### src/rtl/ps_pkg.sv
// Shared types and defaults for the parallel-to-serial transmitter.
// Holds the FSM state encoding, the idle comma and the init-length default.
package ps_pkg;

  typedef enum logic {
    ST_INIT = 1'b0,
    ST_RUN  = 1'b1
  } state_e;

  localparam logic [7:0] COMMA_DEFAULT       = 8'hBC;
  localparam int         INIT_COMMAS_DEFAULT = 4;

  // Counter width able to hold values 0..n-1, never narrower than one bit.
  function automatic int cnt_width(input int n);
    return (n < 2) ? 1 : $clog2(n);
  endfunction

endpackage

### src/rtl/ps_word_shifter.sv
// Word-slot shifter: bit counter, shift register and bit ordering.
// Produces the load strobe and the registered serial/word_start/data_active outputs.
module ps_word_shifter
  import ps_pkg::*;
#(
  parameter int DATA_W    = 8,
  parameter bit LSB_FIRST = 1'b0
) (
  input  logic              clk8f,
  input  logic              reset_L,
  input  logic [DATA_W-1:0] load_word,
  input  logic              load_is_data,
  output logic              load,
  output logic              serial,
  output logic              word_start,
  output logic              data_active
);

  localparam int                CNT_W    = cnt_width(DATA_W);
  localparam logic [CNT_W-1:0] LAST_BIT = CNT_W'(DATA_W - 1);

  logic [CNT_W-1:0]  bit_cnt_q, bit_cnt_d;
  logic [DATA_W-1:0] shreg_q, shreg_d;
  logic              started_q, started_d;
  logic              serial_q, serial_d;
  logic              word_start_q, word_start_d;
  logic              data_active_q, data_active_d;

  // started_q forces a word boundary on the very first edge after reset release.
  assign load = !started_q || (bit_cnt_q == LAST_BIT);

  // NOTE: every always_comb output gets a default first so no path leaves it unassigned (no latch).
  always_comb begin
    bit_cnt_d     = bit_cnt_q;
    shreg_d       = shreg_q;
    started_d     = started_q;
    serial_d      = serial_q;
    word_start_d  = 1'b0;
    data_active_d = data_active_q;
    if (load) begin
      bit_cnt_d     = '0;
      started_d     = 1'b1;
      word_start_d  = 1'b1;
      data_active_d = load_is_data;
      if (LSB_FIRST) begin
        serial_d = load_word[0];
        shreg_d  = load_word >> 1;
      end else begin
        serial_d = load_word[DATA_W-1];
        shreg_d  = load_word << 1;
      end
    end else begin
      bit_cnt_d = bit_cnt_q + CNT_W'(1);
      if (LSB_FIRST) begin
        serial_d = shreg_q[0];
        shreg_d  = shreg_q >> 1;
      end else begin
        serial_d = shreg_q[DATA_W-1];
        shreg_d  = shreg_q << 1;
      end
    end
  end

  // NOTE: sequential state uses non-blocking assignments so all flops update together.
  always_ff @(posedge clk8f or negedge reset_L) begin
    if (!reset_L) begin
      bit_cnt_q     <= '0;
      shreg_q       <= '0;
      started_q     <= 1'b0;
      serial_q      <= 1'b0;
      word_start_q  <= 1'b0;
      data_active_q <= 1'b0;
    end else begin
      bit_cnt_q     <= bit_cnt_d;
      shreg_q       <= shreg_d;
      started_q     <= started_d;
      serial_q      <= serial_d;
      word_start_q  <= word_start_d;
      data_active_q <= data_active_d;
    end
  end

  assign serial      = serial_q;
  assign word_start  = word_start_q;
  assign data_active = data_active_q;

endmodule

### src/rtl/paralelo_serial_param.sv
// Parallel-to-serial transmitter top: init/run FSM, comma counter and one-entry
// holding register feeding the word shifter; commas fill every idle slot.
module paralelo_serial_param
  import ps_pkg::*;
#(
  parameter int                DATA_W      = 8,
  parameter logic [DATA_W-1:0] COMMA       = DATA_W'(COMMA_DEFAULT),
  parameter int                INIT_COMMAS = INIT_COMMAS_DEFAULT,
  parameter bit                LSB_FIRST   = 1'b0
) (
  input  logic              clk8f,
  input  logic              reset_L,
  input  logic              init,
  input  logic [DATA_W-1:0] in_data,
  input  logic              in_valid,
  output logic              in_ready,
  output logic              serial,
  output logic              word_start,
  output logic              data_active
);

  localparam int                 ICNT_W   = cnt_width(INIT_COMMAS + 1);
  localparam logic [ICNT_W-1:0] ICNT_TGT = ICNT_W'(INIT_COMMAS);

  state_e            state_q, state_d;
  logic [ICNT_W-1:0] init_cnt_q, init_cnt_d;
  logic [DATA_W-1:0] hold_q, hold_d;
  logic              hold_full_q, hold_full_d;

  logic              load;
  logic              load_data;
  logic              accept;
  logic              init_done;
  logic [DATA_W-1:0] shift_word;

  // A load carries data only if it also leaves (or stays out of) INIT on this edge.
  always_comb begin
    init_done  = (init_cnt_q >= ICNT_TGT);
    load_data  = load && hold_full_q && !init && ((state_q == ST_RUN) || init_done);
    in_ready   = reset_L && (!hold_full_q || load_data);
    accept     = in_valid && in_ready;
    shift_word = load_data ? hold_q : COMMA;
  end

  always_comb begin
    state_d     = state_q;
    init_cnt_d  = init_cnt_q;
    hold_d      = hold_q;
    hold_full_d = hold_full_q;

    if (init) begin
      state_d    = ST_INIT;
      init_cnt_d = '0;
    end else if (load && (state_q == ST_INIT)) begin
      if (init_done) state_d = ST_RUN;
      else           init_cnt_d = init_cnt_q + ICNT_W'(1);
    end

    // A simultaneous accept and consume leaves the register full with the new word.
    if (accept) begin
      hold_d      = in_data;
      hold_full_d = 1'b1;
    end else if (load_data) begin
      hold_full_d = 1'b0;
    end
  end

  always_ff @(posedge clk8f or negedge reset_L) begin
    if (!reset_L) begin
      state_q     <= ST_INIT;
      init_cnt_q  <= '0;
      // NOTE: the word register is reset too; it is a single entry, not a RAM, so the cost is trivial.
      hold_q      <= '0;
      hold_full_q <= 1'b0;
    end else begin
      state_q     <= state_d;
      init_cnt_q  <= init_cnt_d;
      hold_q      <= hold_d;
      hold_full_q <= hold_full_d;
    end
  end

  ps_word_shifter #(
    .DATA_W    (DATA_W),
    .LSB_FIRST (LSB_FIRST)
  ) u_shifter (
    .clk8f        (clk8f),
    .reset_L      (reset_L),
    .load_word    (shift_word),
    .load_is_data (load_data),
    .load         (load),
    .serial       (serial),
    .word_start   (word_start),
    .data_active  (data_active)
  );

endmodule

### config.mk
export PLATFORM = sky130hd
export DESIGN_NAME = paralelo_serial_param
export DESIGN_NICKNAME = d
export VERILOG_FILES = /design/src/rtl/ps_pkg.sv /design/src/rtl/ps_word_shifter.sv /design/src/rtl/paralelo_serial_param.sv
export SDC_FILE = /design/constraint.sdc
export NUM_CORES = 1
export LEC_CHECK = 0
export ABC_AREA = 1
export BUFFER_PORTS_ARGS = -buffer_cell sky130_fd_sc_hd__buf_2
export CORE_MARGIN = 5
export CORE_UTILIZATION = 48
export DETAILED_ROUTE_END_ITERATION = 6
export GPL_ROUTABILITY_DRIVEN = 0
export HOLD_SLACK_MARGIN = 0.15
export PLACE_DENSITY = 0.7
export SYNTH_ARGS = -nofsm -noshare
export SYNTH_HDL_FRONTEND = slang
export SYNTH_SLANG_ARGS = --single-unit
### constraint.sdc
create_clock -name clk8f -period 1.3 [get_ports clk8f]
set_clock_uncertainty 0.05 [all_clocks]
set_input_delay 0 -clock clk8f [delete_from_list [all_inputs] [get_ports clk8f]]
set_output_delay 0 -clock clk8f [all_outputs]
set_load 0.01 [all_outputs]
== Yosys cells after proc, flatten, opt, wreduce, memory -nomap -nowiden ==
Index checks and enable logic that the tools add are counted.

* Register bits: 28

* $add $sub $neg: 2
* $lt $le $gt $ge: 1
* Eq/ne operators: 2
* Muxes and demuxes: 13
* Bitwise operators: 1
* Reduce and logical (&&, ||, !) cells: 17

{| class="wikitable"
|+ Operators with widths
! cell !! count
|-
| $mux 8 || 2
|-
| $mux 3 || 4
|-
| $mux 1 || 7
|-
| $add 3x1->3 const B || 2
|-
| $logic_and 1x1->1 || 6
|-
| $reduce_bool 2->1 || 3
|-
| $reduce_and 2->1 || 2
|-
| $eq 3x3->1 const B || 1
|-
| $ge 3x3->1 const B || 1
|-
| $logic_not 1->1 || 3
|-
| $logic_or 1x1->1 || 3
|-
| $ne 2x2->1 const B || 1
|-
| $not 1->1 || 1
|}

== Logic depth before layout (Yosys ltp) ==
* Depth after elaboration: 9
* Depth in mapped cells: 9
* Mapped depth without buffers: 9

== Cells and area by module ==
Synthesis repeated with hierarchy kept, for this count alone.

* Cells, all modules: 124
* Area total of the unflattened synthesis: 1186.1 µm²

{| class="wikitable"
|+ By module, submodules not included
! module !! times used !! cells each !! area an instance (µm²) !! seq. area each (µm²)
|-
| paralelo_serial_param || 1 || 73 || 643.1 || 325.3
|-
| ps_word_shifter || 1 || 51 || 543.0 || 350.3
|}

== Worst setup path before layout ==
Ideal clock, no wire load.

* Kind: reg2reg
* Start point: register u_shifter.bit_cnt_q[0]
* End point: register init_cnt_q[0]
* Library setup time: 0.124 ns
* Data arrival time: 1.196 ns
* Required time: 1.126 ns
* Slack: -0.070 ns
* Cell stages (with the launch flop): 9
* Cells stage by stage: dfrtp_1 ha_1 ha_1 inv_1 nand2_1 inv_1 nor2_1 o21ai_0 a21oi_1

* Word-level cells in the longest chain between the ends: 5

{| class="wikitable"
|+ RTL lines
! element !! line !! text
|-
| start: declaration || ps_word_shifter.sv:22 || <nowiki>logic [CNT_W-1:0] bit_cnt_q, bit_cnt_d;</nowiki>
|-
| start signal: assignment || ps_word_shifter.sv:74 || <nowiki>bit_cnt_q <= bit_cnt_d;</nowiki>
|-
| $eq 3x3->1 || ps_word_shifter.sv:30 || <nowiki>assign load = !started_q || (bit_cnt_q == LAST_BIT);</nowiki>
|-
| $logic_or 1x1->1 || ps_word_shifter.sv:30 ||
|-
| $logic_and 1x1->1 || paralelo_serial_param.sv:54 || <nowiki>end else if (load && (state_q == ST_INIT)) begin</nowiki>
|-
| $reduce_bool 2->1 (no line) || n/a ||
|-
| $reduce_and 2->1 (no line) || n/a ||
|-
| end signal: assignment || paralelo_serial_param.sv:77 || <nowiki>init_cnt_q <= init_cnt_d;</nowiki>
|-
| end: declaration || paralelo_serial_param.sv:26 || <nowiki>logic [ICNT_W-1:0] init_cnt_q, init_cnt_d;</nowiki>
|}

No other way between the ends.
A chain may end at the register's enable or synchronous reset.

== Final worst setup path ==
* Start point: register u_shifter.bit_cnt_q[0]
* End point: output in_ready

* Word-level cells in the longest chain between the ends: 7

{| class="wikitable"
|+ RTL lines
! element !! line !! text
|-
| $eq 3x3->1 || ps_word_shifter.sv:30 ||
|-
| $logic_or 1x1->1 || ps_word_shifter.sv:30 ||
|-
| $logic_and 1x1->1 (3 in series) || paralelo_serial_param.sv:39 || <nowiki>load_data = load && hold_full_q && !init && ((state_q == ST_RUN) || init_done);</nowiki>
|-
| $logic_or 1x1->1 || paralelo_serial_param.sv:40 || <nowiki>in_ready = reset_L && (!hold_full_q || load_data);</nowiki>
|-
| $logic_and 1x1->1 || paralelo_serial_param.sv:40 ||
|-
| end: declaration || paralelo_serial_param.sv:16 || <nowiki>output logic in_ready,</nowiki>
|}

No other way between the ends.

==> qor.json <==
{
  "start_util": {"value": 49.5, "unit": "%"},
  "critical_path.max_fanout": {"value": 2},
  "coreArea": {"value": 2190, "unit": "um^2"},
  "worst_ep_required_time": {"value": 1.25, "unit": "ns"},
  "ir_worst_vdd": {"value": 0.910, "unit": "mV"},
  "detailedRoute.firstIterationViolations": {"value": 9},
  "gr-usage-all-layers": {"value": 16.0, "unit": "%"},
  "fin_crit": {"value": 1.64, "unit": "ns"},
  "grt_start_max_net_pins": {"value": 26},
  "clock_tree.htree_level_count": {"value": 1},
  "remaining_drc_errors": {"value": 0},
  "ys_seq_elements": {"value": 27},
  "tritoncts": {"value": "yes"},
  "port-buffer-count": {"value": 15},
  "critical_hold_path_startpoint": {"value": "init"},
  "violations": {"value": "negative setup slack"},
  "cap_viol_max_count": {"value": 0},
  "power.leakage": {"value": 0.747, "unit": "nW"},
  "crit_path_max_incr_delay": {"value": 0.38, "unit": "ns"},
  "sw_frac_of_total": {"value": 31.7, "unit": "%"},
  "post-place-cells": {"value": 150},
  "cts.reportedPaths.clkPinSlew": {"value": 0.14, "unit": "ns"},
  "final_core_util": {"value": 71.6, "unit": "%"},
  "final_antenna_net_count": {"value": 0},
  "rows": {"value": 17},
  "timing.hold.worst_path_depth": {"value": 7},
  "cp-end-kind": {"value": "output pin"},
  "r2r_start": {"value": "u_shifter.bit_cnt_q[0]"},
  "n_antenna_cell": {"value": 0},
  "synthesis.area_per_instance": {"value": 10.5, "unit": "um^2"},
  "post_synth_instance_area": {"value": 1080, "unit": "um^2"},
  "clock_tree.buffer_depth": {"value": 2},
  "launching_element_type_of_the_critical_path": {"value": "flip-flop"},
  "switchingPower": {"value": 0.638, "unit": "mW"},
  "post-dp-hpwl": {"value": 1350, "unit": "um"},
  "route.final.wire_length": {"value": 2320, "unit": "um"},
  "first_global_vias": {"value": 858},
  "cp_slowest_cell": {"value": "sky130_fd_sc_hd__dfrtp_1"},
  "detail_route.wl_per_cell": {"value": 13.3, "unit": "um"},
  "finalWorstSetupSlack": {"value": -0.343, "unit": "ns"},
  "power.share.clock": {"value": 18.0, "unit": "%"},
  "final.hold.worst_slack": {"value": 0.204, "unit": "ns"},
  "internal-power": {"value": 1.38, "unit": "mW"},
  "final_max_slew_viols": {"value": 0},
  "firstDrtPassIters": {"value": 4},
  "nNetsFinal": {"value": 162},
  "wire_length_of_the_first_global_routing_pass": {"value": 3950, "unit": "um"},
  "finalHoldViolations": {"value": 0},
  "postLayoutCellArea": {"value": 1570, "unit": "um^2"},
  "synth_cell_type_count": {"value": 19},
  "post_dp_cell_area": {"value": 1240, "unit": "um^2"},
  "netlist_instances": {"value": 103},
  "overflow": {"value": 0},
  "drive_gt1_share": {"value": 39.0, "unit": "%"},
  "via_count": {"value": 868},
  "reg2reg_depth": {"value": 11},
  "setup.reg_to_reg.worst_slack": {"value": -0.34, "unit": "ns"},
  "clock_latency_reported_for_the_late_side_of_the_worst_skew_pair": {"value": 0.32, "unit": "ns"},
  "cts-root-buf": {"value": "sky130_fd_sc_hd__clkbuf_4"},
  "floorplan.die.width": {"value": 57.5, "unit": "um"},
  "post_layout_nonfiller_instances": {"value": 174},
  "cts_buffers": {"value": 3},
  "seq_power_share": {"value": 55.0, "unit": "%"},
  "crit_chain": {"value": "ha_2, ha_4, inv_2, nand2_4, nand3_4, buf_6, a21boi_2, buf_2"},
  "area_delta_synth_final": {"value": 44.5, "unit": "%"},
  "setup_viol": {"value": 26},
  "status": {"value": "complete, but fails checks"},
  "grt_setup_unrepaired": {"value": "yes"},
  "worst_hold_path.endpoint": {"value": "u_shifter.shreg_q[1]"},
  "power.density": {"value": 1280, "unit": "nW/um^2"},
  "syn_nets": {"value": 118},
  "min_period_over_period": {"value": 126, "unit": "%"},
  "crit_family": {"value": "flip-flops"},
  "clock.fmax": {"value": 609, "unit": "MHz"},
  "synth.yosys.warnings": {"value": 0},
  "worst-endpoint-arrival": {"value": 1.59, "unit": "ns"},
  "routed_via_density": {"value": 4.99},
  "post_synthesis_sequential_area_ratio": {"value": 62.3, "unit": "%"},
  "cts_sinks": {"value": 27},
  "dpl_worst_slack": {"value": -0.174, "unit": "ns"},
  "chipHeight": {"value": 57.5, "unit": "um"},
  "power.combinational.fraction": {"value": 26.9, "unit": "%"},
  "worstReg2RegEnd": {"value": "hold_q[2]"},
  "num_io_pins": {"value": 16},
  "hold_path_class": {"value": "primary input to flip-flop"},
  "worst-path-buf-inv": {"value": 3},
  "worst-setup-path-type": {"value": "flip-flop to output pin"},
  "antenna_found_initial": {"value": 0},
  "die_area": {"value": 3310, "unit": "um^2"}
}
cell type report:
class / count / area [um^2]
clock buffers: 3 / 22.5
clock inverters: 1 / 7.51
fillers: 157 / 623
inverters: 11 / 46.3
multi-input cells: 62 / 443
flip-flops and latches: 27 / 676
well taps: 28 / 35.0
repair buffers: 42 / 338
per-layer routing:
| layer | GRT usage [%] | vias to the layer above | wire (um) | share of wire (%) |
|---|---|---|---|---|
| met4 | 4.97 | 0 | 15 | 0.65 |
| met5 | 0 | - | 0 | 0 |
| met3 | 3.17 | 2 | 88 | 3.8 |
| li1 | - | 428 | - | - |
| met1 | 19.5 | 420 | 962 | 41 |
| met2 | 28.2 | 18 | 1260 | 54 |
flip-flops by register name, summed over array words and instances (netlist names):
signal and cells:
hold_q 8, init_cnt_q 3, u_shifter.word_start 1, u_shifter.bit_cnt_q 3
u_shifter.data_active 1, u_shifter.started_q 1, state_q 1, u_shifter.shreg_q 7
hold_full_q 1, u_shifter.serial 1
cells in the mapped netlist, drive strengths merged:
library cell / number / area (um^2)
nand3: 3 / 32.5
a21oi: 3 / 15.0
conb: 1 / 3.75
nand4: 8 / 50.1
inv: 11 / 41.3
nor3: 1 / 5.00
buf: 4 / 22.5
a21boi: 1 / 7.51
o21ai: 4 / 20.0
nor2: 7 / 28.8
nand2: 25 / 101
ha: 3 / 37.5
o22a: 5 / 43.8
dfrtp: 27 / 676
worst max path at each step:
stage / start / end / cells after the start
3_3_place_gp: u_shifter.bit_cnt_q[0] / hold_q[7] / 9
2_1_floorplan: u_shifter.bit_cnt_q[0] / hold_q[0] / 9
6_report: u_shifter.bit_cnt_q[0] / in_ready / 8
3_5_place_dp: u_shifter.bit_cnt_q[0] / hold_q[5] / 9
5_1_grt: u_shifter.bit_cnt_q[0] / hold_q[2] / 11
4_1_cts: u_shifter.bit_cnt_q[0] / in_ready / 8
layout by cell type, fill, tap and decap left out, drive strengths merged:
| cell | synthesis | final |
|---|---|---|
| a21oi | 3 | 3 |
| dfrtp | 27 | 27 |
| nand4 | 8 | 8 |
| inv | 11 | 11 |
| o21ai | 4 | 4 |
| conb | 1 | 1 |
| buf | 4 | 30 |
| nand2 | 25 | 25 |
| ha | 3 | 3 |
| o22a | 5 | 5 |
| dlygate4sd3 | 0 | 12 |
| clkinvlp | 0 | 1 |
| nor3 | 1 | 1 |
| nor2 | 7 | 7 |
| a21boi | 1 | 1 |
| nand3 | 3 | 4 |
| clkbuf | 0 | 3 |
metrics by stage:
step / total power, mW / setup TNS, ns
6_report: 2.01 / -5.79
5_1_grt: 2.16 / -7.80
4_1_cts: 1.92 / -5.04
3_5_place_dp: 1.48 / -2.47
3_3_place_gp: 1.47 / -1.60
2_1_floorplan: 1.34 / -0.332
power groups by stage:
stage	clock [mW]	sequential [mW]	combinational [mW]
final	0.363	1.11	0.542
after global routing	0.421	1.13	0.609
after CTS	0.369	1.09	0.453
after detailed placement	0	1.11	0.367
after global placement	0	1.11	0.357
after floorplan	0	1.09	0.246
what timing repair did:
action | in CTS | in global routing
setup buffers | 6 | 5
pin swaps | 7 | 7
cloned | 0 | 1
gates resized for setup | 27 | 14
hold buffers | 12 | 0
setup endpoints to repair | 23 | 27
endpoints found under the hold margin | 40 | 0
worst register-to-register path, delay by kind of cell (launching register included):
kind	cells	cell delay (ns)
buffers and inverters	3	0.31
DFF	1	0.38
and+or+nand+nor	6	0.48
adders and majority gates	2	0.33
cells by family (layout without fill, tap and decap cells):
family | count (synthesis) | count (layout) | synth area share, %
simple gates | 44 | 45 | 20.1
flops | 27 | 27 | 62.3
buf+inv | 15 | 57 | 5.88
compound gates | 13 | 13 | 7.96
fa+ha+maj | 3 | 3 | 3.46
other cells | 1 | 1 | 0.346
Power figures use the tool's default switching activity.
